File: config.mk
export PLATFORM = sky130hd
export DESIGN_NAME = multdiv_arbiter
export DESIGN_NICKNAME = d
export VERILOG_FILES = /design/src/rtl/processor_pkg.sv /design/src/rtl/multdiv_arbiter.sv
export SDC_FILE = /design/constraint.sdc
export NUM_CORES = 1
export LEC_CHECK = 0
export BUFFER_PORTS_ARGS = -buffer_cell sky130_fd_sc_hd__buf_2
export CAP_MARGIN = 25
export CORE_MARGIN = 5
export CORE_UTILIZATION = 45
export DETAILED_ROUTE_END_ITERATION = 16
export PLACE_DENSITY = 0.7
export SYNTH_ARGS = -nofsm -noshare
export SYNTH_HDL_FRONTEND = slang
export SYNTH_SLANG_ARGS = --single-unit
File: constraint.sdc
create_clock -name clock -period 17.8 [get_ports clock]
set_input_delay 3.56 -clock clock [delete_from_list [all_inputs] [get_ports clock]]
set_output_delay 3.56 -clock clock [all_outputs]
set_load 0.005 [all_outputs]
File: src/rtl/processor_pkg.sv
// Shared types for the multiply/divide arbiter: FSM encoding, lane constants
// and the operation record held in the active and pending slots.
package processor_pkg;

  typedef enum logic [1:0] {
    IDLE  = 2'd0,
    ISSUE = 2'd1,
    WAIT  = 2'd2,
    WB    = 2'd3
  } stateT;

  typedef enum logic {
    KIND_MULT = 1'b0,
    KIND_DIV  = 1'b1
  } opKindT;

  localparam logic LANE_TOP = 1'b0;
  localparam logic LANE_BOT = 1'b1;
  localparam int   COUNT_W  = 7;

  typedef struct packed {
    opKindT      kind;
    logic [31:0] opA;
    logic [31:0] opB;
    logic [4:0]  rd;
    logic        lane;
  } opT;

endpackage

File: src/rtl/multdiv_arbiter.sv
// Serialises top/bottom lane mult/div requests onto the single iterative unit,
// stalls the pipeline while busy and presents each tagged result for writeback.
module multdiv_arbiter
  import processor_pkg::*;
#(
  parameter int TIMEOUT = 64
) (
  input  logic        clock,
  input  logic        reset,
  input  logic        flush,
  input  logic        isMult_top,
  input  logic        isDiv_top,
  input  logic [31:0] opA_top,
  input  logic [31:0] opB_top,
  input  logic [4:0]  rd_top,
  input  logic        isMult_bot,
  input  logic        isDiv_bot,
  input  logic [31:0] opA_bot,
  input  logic [31:0] opB_bot,
  input  logic [4:0]  rd_bot,
  output logic        ctrl_MULT,
  output logic        ctrl_DIV,
  output logic [31:0] data_operandA,
  output logic [31:0] data_operandB,
  input  logic [31:0] data_result,
  input  logic        data_exception,
  input  logic        data_resultRDY,
  output logic        stall_pipe,
  output logic        result_valid,
  output logic [31:0] result,
  output logic [4:0]  result_rd,
  output logic        result_lane,
  output logic        result_exception
);

  localparam logic [COUNT_W-1:0] COUNT_LAST = COUNT_W'(TIMEOUT - 1);

  stateT              stateReg, stateNext;
  opT                 activeReg, activeNext;
  opT                 pendReg, pendNext;
  logic               pendBotReg, pendBotNext;
  logic [COUNT_W-1:0] countReg, countNext;
  logic [31:0]        resultReg, resultNext;
  logic [4:0]         resultRdReg, resultRdNext;
  logic               resultLaneReg, resultLaneNext;
  logic               resultExcReg, resultExcNext;

  logic reqTop, reqBot;
  opT   topOp, botOp;

  assign reqTop = isMult_top | isDiv_top;
  assign reqBot = isMult_bot | isDiv_bot;

  always_comb begin
    topOp.kind = isDiv_top ? KIND_DIV : KIND_MULT;
    topOp.opA  = opA_top;
    topOp.opB  = opB_top;
    topOp.rd   = rd_top;
    topOp.lane = LANE_TOP;
    botOp.kind = isDiv_bot ? KIND_DIV : KIND_MULT;
    botOp.opA  = opA_bot;
    botOp.opB  = opB_bot;
    botOp.rd   = rd_bot;
    botOp.lane = LANE_BOT;
  end

  always_comb begin
    stateNext      = stateReg;
    activeNext     = activeReg;
    pendNext       = pendReg;
    pendBotNext    = pendBotReg;
    countNext      = countReg;
    resultNext     = resultReg;
    resultRdNext   = resultRdReg;
    resultLaneNext = resultLaneReg;
    resultExcNext  = resultExcReg;
    if (flush) begin
      // Squash: anything the unit still returns is simply never captured.
      stateNext   = IDLE;
      pendBotNext = 1'b0;
    end else begin
      case (stateReg)
        IDLE: begin
          if (reqTop || reqBot) begin
            activeNext = reqTop ? topOp : botOp;
            if (reqTop && reqBot) begin
              pendNext    = botOp;
              pendBotNext = 1'b1;
            end
            stateNext = ISSUE;
          end
        end
        ISSUE: begin
          countNext = '0;
          stateNext = WAIT;
        end
        WAIT: begin
          // A result arriving on the timeout cycle takes precedence.
          if (data_resultRDY) begin
            resultNext     = data_result;
            resultExcNext  = data_exception;
            resultRdNext   = activeReg.rd;
            resultLaneNext = activeReg.lane;
            stateNext      = WB;
          end else if (countReg == COUNT_LAST) begin
            resultNext     = '0;
            resultExcNext  = 1'b1;
            resultRdNext   = activeReg.rd;
            resultLaneNext = activeReg.lane;
            stateNext      = WB;
          end else begin
            countNext = countReg + 1'b1;
          end
        end
        WB: begin
          if (pendBotReg) begin
            activeNext  = pendReg;
            pendBotNext = 1'b0;
            stateNext   = ISSUE;
          end else begin
            stateNext = IDLE;
          end
        end
        default: stateNext = IDLE;
      endcase
    end
  end

  always_ff @(posedge clock or posedge reset) begin
    if (reset) begin
      stateReg      <= IDLE;
      activeReg     <= '0;
      pendReg       <= '0;
      pendBotReg    <= 1'b0;
      countReg      <= '0;
      resultReg     <= '0;
      resultRdReg   <= '0;
      resultLaneReg <= 1'b0;
      resultExcReg  <= 1'b0;
    end else begin
      stateReg      <= stateNext;
      activeReg     <= activeNext;
      pendReg       <= pendNext;
      pendBotReg    <= pendBotNext;
      countReg      <= countNext;
      resultReg     <= resultNext;
      resultRdReg   <= resultRdNext;
      resultLaneReg <= resultLaneNext;
      resultExcReg  <= resultExcNext;
    end
  end

  // Start pulses are suppressed on a flush so a squashed op never reaches the unit.
  assign ctrl_MULT = (stateReg == ISSUE) && (activeReg.kind == KIND_MULT) && !flush;
  assign ctrl_DIV  = (stateReg == ISSUE) && (activeReg.kind == KIND_DIV) && !flush;

  assign data_operandA = activeReg.opA;
  assign data_operandB = activeReg.opB;

  assign stall_pipe = ((stateReg == IDLE) && (reqTop || reqBot)) ||
                      (stateReg == ISSUE) || (stateReg == WAIT) ||
                      ((stateReg == WB) && pendBotReg);

  assign result_valid     = (stateReg == WB) && !flush;
  assign result           = resultReg;
  assign result_rd        = resultRdReg;
  assign result_lane      = resultLaneReg;
  assign result_exception = resultExcReg;

endmodule

==> run metrics <==
WL/cell roughly 17 µm; worst r2r src stateReg[1]; Design Area, Final approximately 0.011 mm²; ANT nets after route 0; Post-synth ARST share 100.0%; Post-synth EDFFs 0; fin nets 1157; sequential area share after synthesis approximately 52%; Worst Hold Launch pendReg[0]; commonest non-fill, non-tap cell in the layout buf_2; WP data required 14240 ps; Top FF cell, synth dfrtp_1; Iter 0 DRT Violations about 340; layout cell share with drive strength beyond 1 33.71%; Syn Nets around 960; CP max stage delay ~700 ps; vias per inst slightly above 5; H-Tree Depth 4; # fillers around 1800; flip-flop and latch count after synthesis ~190; Initial Utilization a little under half; drt pass-1 iters 4; CTS tree built; worst slew pin tran slightly above 900 ps; P_sw ~0.55 mW; Seq pwr share between 40 and 50%; clock power share a little under a quarter; WL final 21620 µm; DRC violations left 0; die height 153.3 µm; Setup TNS 0 ps; Final Non-Filler Cells approximately 1300; largest net degree at the start of global routing between 100 and 150; origin of the worst setup path isDiv_top; total core area a little over 0.02 mm²; post-CTS sizing 0; Cells after Synth 771; Max Root-Sink Buffers 2; max cap viols 0; CP startpoint kind primary input; sw frac approximately 32%; I/O pins roughly 290; Mapped Avg Cell Area 11.99 µm²; Crit. End Element output port; Post-DP HPWL between 15000 and 20000 µm; Final Cycle Share between 40% and 50%; max frequency 0.1192 GHz; highest-delay cell along the critical path nor2_4; CP max FO 22; most used routing layer met2; Yosys warning total 0; Final Hold Viols 0; number of hold buffers added after cts 0; Unique masters post-synth 39; Setup Skew about 10 ps; met1 usage in global routing between 20% and 30%; Max VDD drop 0.06943 mV; commonest cells after routing, fill and taps aside 285 x buf_2, 191 x dfrtp_1, 146 x mux2_1, 80 x nand2_1, 71 x mux2i_1; CP delay by family, top simple AND/OR/NAND/NOR gates; HP Class register to register; gr usage total between 10% and 20%; total CTS buffers 17; Die W about 150 µm; final setup fails 0; gpl congestion approximately 0.78; routed vias between 6000 and 7000; fin. max-slew vios 0; max_slew headroom slightly below 40%; GR Util met2 between 20% and 30%; CP bufs+invs 2; grt ovf 0; total clock sinks 191; crit path DAT just under 5000 ps; Reg clk slew, reported paths around 70 ps; Placed Area 0.01042 mm²; power per cell area between 150 and 200 mW/mm²; DIE AREA about 0.024 mm²; Lkg Pwr 5.112 nW; CP Class primary input to output port; status finished, final reports clean; root buf cell clkbuf_16; vias in the first global route approximately 6500; met3 Use GR between 4 and 5%; multi-input logic area approximately 0.0037 mm²; setup repair bufs after CTS 0; first-pass GRT wire length ~35000 µm; Clock Latency Late Sink between 400 and 500 ps; num rows 52; unrepaired setup endpoints after global routing no; initial antenna violation count 2; Combinational Power Share roughly a third; FF+latch area about 0.0048 mm²; post-synthesis cell area between 0.009 and 0.01 mm²; Syn-to-layout area delta 19.60%; CP cell instances buf_2 -> nor2_4 -> nand2_1 -> nand2_1 -> nand3_1 -> buf_2; min cycle time layout about 8400 ps; placed cell count 1222; WHS between 400 and 500 ps; internal power roughly 1.2 mW; Buffers on Ports ~290
## logic make-up after synthesis
| group | after synthesis | share of synthesized area, % |
|---|---|---|
| mux | 217 | 25.47 |
| flops | 191 | 51.71 |
| compound gates | 129 | 8.812 |
| buf+inv | 119 | 8.108 |
| simple gates | 109 | 5.089 |
| fa+ha+maj | 6 | 0.8121 |
## cell usage after synthesis (all sizes together) (2+ instances only)
cell	count	area share, %
nor2b	3	0.20
a31oi	2	0.20
o21a	3	0.24
and2	4	0.27
clkbuf	18	0.73
a21oi	5	0.27
nor2	7	0.31
nand3	3	0.16
a22o	32	3.0
buf	94	7.1
dfrtp	191	52
inv	7	0.28
nand2	80	3.2
o31ai	2	0.16
o21ai	78	4.2
ha	6	0.81
nand2b	3	0.20
and3	2	0.14
nor3b	2	0.16
mux2	146	18
mux2i	71	7.7
## final timing paths
| path | cells after the start | slack (ps) | to |
|---|---|---|---|
| hold reg to reg | 1 | 470 | pendReg[0] |
| max in group asynchronous | 4 | 13400 | pendReg[19] |
| hold / removal | 1 | 470 | pendReg[0] |
| setup / recovery | 6 | 9410 | stall_pipe |
| setup reg to reg | 6 | 14080 | data_operandB[2] |
| min in group asynchronous | 2 | 3300 | data_operandA[28] |
## power by group through the flow
stage	sequential (mW)	combinational, mW	clock (mW)
2_1_floorplan	0.742	0.456	0
3_3_place_gp	0.757	0.562	0
3_5_place_dp	0.764	0.581	0
4_1_cts	0.759	0.582	0.402
5_1_grt	0.785	0.633	0.420
6_report	0.757	0.570	0.393
## registers in the layout, summed over array words and instances, names as in the netlist
register	count
data_operandB	32
pendReg	71
pendBotReg	1
result	32
data_operandA	32
countReg	7
stateReg	2
result_exception	1
result_lane	1
result_rd	5
activeReg	7
## through the flow
stage	total power [mW]	utilization (%)	worst slack, ps
2_1_floorplan	1.198	-	9041
3_3_place_gp	1.318	51.22	9430
3_5_place_dp	1.346	51.49	9410
4_1_cts	1.742	54.49	9403
5_1_grt	1.839	54.64	9331
6_report	1.719	54.64	9409
## area by class of cell
class / instances / share of cell area [%]
Timing Repair Buffer: 294 / 14.06
Sequential cell: 191 / 43.23
Multi-Input combinational cell: 461 / 33.84
Clock buffer: 19 / 4.097
Clock inverter: 13 / 1.392
Inverter: 7 / 0.3056
Tap cell: 270 / 3.056
Antenna cell: 1 / 0.02263
## routing by layer
| metal | wire length [µm] | part of all wire, % |
|---|---|---|
| met1 | 9633 | 45 |
| met5 | 7 | 0.032 |
| met4 | 332 | 1.5 |
| met3 | 1291 | 6.0 |
| met2 | 10360 | 48 |
(Power assumes the default switching activity.)
